**config.mk**
```make
export PLATFORM = sky130hd
export DESIGN_NAME = matrix_transpose
export DESIGN_NICKNAME = d
export VERILOG_FILES = /design/src/rtl/math_pkg.sv /design/src/rtl/transpose_core.sv /design/src/rtl/matrix_transpose.sv
export SDC_FILE = /design/constraint.sdc
export NUM_CORES = 1
export LEC_CHECK = 0
export BUFFER_PORTS_ARGS = -buffer_cell sky130_fd_sc_hd__buf_4
export CORE_AREA = 2 2 200 202
export DETAILED_ROUTE_END_ITERATION = 10
export DIE_AREA = 0 0 202 204
export SETUP_SLACK_MARGIN = 0.2
export SLEW_MARGIN = 25
export SYNTH_ARGS = -nofsm -noshare
export SYNTH_HDL_FRONTEND = slang
export SYNTH_SLANG_ARGS = --single-unit
```
**constraint.sdc**
```tcl
create_clock -name clk -period 2.5 [get_ports clk]
set_input_delay 0.375 -clock clk [delete_from_list [all_inputs] [get_ports clk]]
set_output_delay 0.375 -clock clk [all_outputs]
set_load 0.005 [all_outputs]
```
**src/rtl/math_pkg.sv**
```systemverilog
// rtl/math_pkg.sv - shared constants and packing helper for the math modules
package math_pkg;

  localparam int MAT_N    = 4;
  localparam int MAT_W    = 16;
  localparam int MAT_BITS = MAT_N * MAT_N * MAT_W;

  // LSB position of element (r,c); row 0, col 0 sits in the least significant W bits
  function automatic int elem_lsb(input int r, input int c);
    return (r * MAT_N + c) * MAT_W;
  endfunction

endpackage

```
**src/rtl/transpose_core.sv**
```systemverilog
// rtl/transpose_core.sv - combinational flat-packed N x N transpose (pure rewiring)
module transpose_core
  import math_pkg::*;
(
  input  logic [MAT_BITS-1:0] m_in,
  output logic [MAT_BITS-1:0] m_t
);

  for (genvar r = 0; r < MAT_N; r++) begin : g_row
    for (genvar c = 0; c < MAT_N; c++) begin : g_col
      assign m_t[elem_lsb(r, c) +: MAT_W] = m_in[elem_lsb(c, r) +: MAT_W];
    end
  end

endmodule

```
**src/rtl/matrix_transpose.sv**
```systemverilog
// rtl/matrix_transpose.sv - registered 4x4 transpose with capture enable and done flag
module matrix_transpose
  import math_pkg::*;
#(
  parameter int N = MAT_N,
  parameter int W = MAT_W
) (
  input  logic             clk,
  input  logic             reset,
  input  logic             enable,
  input  logic [N*N*W-1:0] matrix,
  output logic [N*N*W-1:0] m_out,
  output logic             done
);

  logic [N*N*W-1:0] m_t;
  logic [N*N*W-1:0] m_out_d, m_out_q;
  logic             done_d, done_q;

  transpose_core u_core (
    .m_in (matrix),
    .m_t  (m_t)
  );

  // done only reflects the most recent edge, so it drops on any non-capturing cycle
  always_comb begin
    m_out_d = m_out_q;
    done_d  = 1'b0;
    if (enable) begin
      m_out_d = m_t;
      done_d  = 1'b1;
    end
  end

  always_ff @(posedge clk) begin
    if (!reset) begin
      m_out_q <= '0;
      done_q  <= 1'b0;
    end else begin
      m_out_q <= m_out_d;
      done_q  <= done_d;
    end
  end

  assign m_out = m_out_q;
  assign done  = done_q;

endmodule

```
==> metrics.cfg <==
[run_status]
outcome=complete, no violations

[synthesis]
synth_top_area_share_pct=52.2
yosys.cell_count.top_type=dfxtp_1
yosysSeqAreaShare_pct=52.2
syn_nets=1086
yosys.area.top_type=dfxtp_1
synth_area_per_cell_um2=11.9
ys_top_cells_by_count=dfxtp_1, mux2i_1, nor2b_1, clkbuf_1, buf_8
synth_edf_count=0
synth_cell_types=10
ys.flop_type=dfxtp_1
netlist_instances=827
synth_seq_cells=257
async_reset_ff_share_pct=0
ys_warn_count=0
synth.area.top_cells=dfxtp_1, mux2i_1, nor2b_1
synth_area_um2=9850

[clock_network]
cts_hold_buf=0
post_cts_resized=0
max-clock-path-buffers=3
postCtsSetupBuffers=0
clk_pin_slew_worst_paths_ns=0.06
cts_buffers=29
cts_sinks=257
clk_latency_ns=0.53
cts-root-buf=clkbuf_16
ctsHtreeMaxLevel=1
cts_tree=yes

[timing]
hold_violations=0
maxSlewHeadroom_pct=55.2
worstMarginPinSlew_ns=0.672
holdWs_ns=0.0766
drv_slew=0
period_share_pct=58.0
rsz0062_at_grt=false
fin_skew_ns=0
fin_tns_setup_ns=0
finalCriticalPeriod_ns=1.45
max_freq_mhz=690
finalSetupViolCount=0

[critical_path]
cp.depth=1
timing.rr.start=m_out[199]
slowest_delay_ns=0.38
cp-startpoint=m_out[126]
crit_family=flip-flops
startpoint_type=flip-flop
path_max_fanout=2
rr_worst_depth=2
path_cells=buf_4
endpoint_kind=primary output
crit_arrival_ns=1.07
crit_slowest_cell=dfxtp_1
path_buf_inv=1
crit_type=reg2out
crit_required_ns=2.12

[finish]
final_cell_area_um2=15000
diodes=0
num-fill-cells=3886
fin_nets=1593
area_growth_pct=52.2
drive_above_1_share_pct=42.6
stdcell_count=1878

[floorplan]
die_h_um=204
rows=73
die_w_um=202
fp.coreArea_um2=39200
dieArea_um2=41200
initial_utilization_pct=25.1
io_pins=516

[hold_path]
hold_depth=3
hold_path_class=in2reg
min_from=matrix[161]

[pwr]
swShare_pct=22.9
p_int_mw=7.72
powerDensity_nw_per_um2=667
comb_power_share_pct=13.6
switching_power_mw=2.29
clkPwrFrac_pct=41.6
peakVddDrop_uv=481
p_leak_nw=7.25
power.total_mw=10.0
seqPwrFrac_pct=44.7

[grt]
grt_usage_pct=12.7
grt_max_degree=72
grt-ovfl-total=0
antenna_found_initial=0
grt_pass1_wl_um=42300
first_global_vias=7540

[detailed_routing]
wire_per_inst_um=15.0
vias=7474
drc=0
routed_wl_um=28100
ant_nets=0
routed_via_density=3.98
drt_iter0_markers=236
drt_pass1_iterations=4

[run]
drv_cap=0

[placed_design]
dp.cells=1828
dpl_cell_area_um2=14000
hpwl_um=21100
port_buffers=515
gp_congestion=0.779

==> cells in the final DEF, fill, tap and decap left out, drive strengths merged <==
cell type    n
buf        533
dfxtp      257
mux2i      256
nor2b      256
clkbuf      45
inv          2
clkinv       2
and2         1
bufinv       1
==> power by group through the flow <==
stage	clock network [mW]	registers, mW	logic (mW)
floorplan	0	4.57	0.591
global placement	0	4.56	1.37
detailed placement	0	4.56	1.38
CTS	4.31	4.48	1.39
global route	4.47	4.50	1.48
finish	4.17	4.48	1.36
==> registers in the layout, summed over array words and instances (netlist names) <==
signal and cells:
m_out 256, done 1
==> path summary, 6_finish.rpt <==
kind / endpoint / slack, ns
setup reg to reg: m_out[199] / 1.85
hold reg to reg: m_out[132] / 0.52
setup / recovery: m_out[126] / 1.05
hold / removal: m_out[161] / 0.08
==> cells by family after synthesis <==
family	after synthesis	synth area share, %
and+or+nand+nor	257	16.3
muxes	256	26.0
DFF	257	52.2
buffers and inverters	57	5.40
==> stage by stage <==
stage	utilization, %	setup slack [ns]
floorplan	-	1.34
global placement	35.8	0.903
detailed placement	35.8	0.881
CTS	38.2	1.02
global route	38.2	1.01
finish	38.2	1.05
==> area by class of cell <==
type	count	area, um^2	area share, %
repair buffers	533	4070	27.2
multi-input cells	513	4170	27.8
well taps	525	657	4.38
clock inverters	5	57.6	0.384
clock buffers	45	886	5.91
flip-flops and latches	257	5140	34.3
==> metal layers <==
| metal | vias to the layer above | track usage, % | wire [um] |
|---|---|---|---|
| met5 | - | 0 | 0 |
| met4 | 0 | 3.97 | 556 |
| met3 | 37 | 2.98 | 1820 |
| met2 | 257 | 22.0 | 13900 |
| met1 | 3436 | 15.7 | 11900 |
| li1 | 3744 | - | - |
No activity file was read; power rests on OpenSTA's default activity.
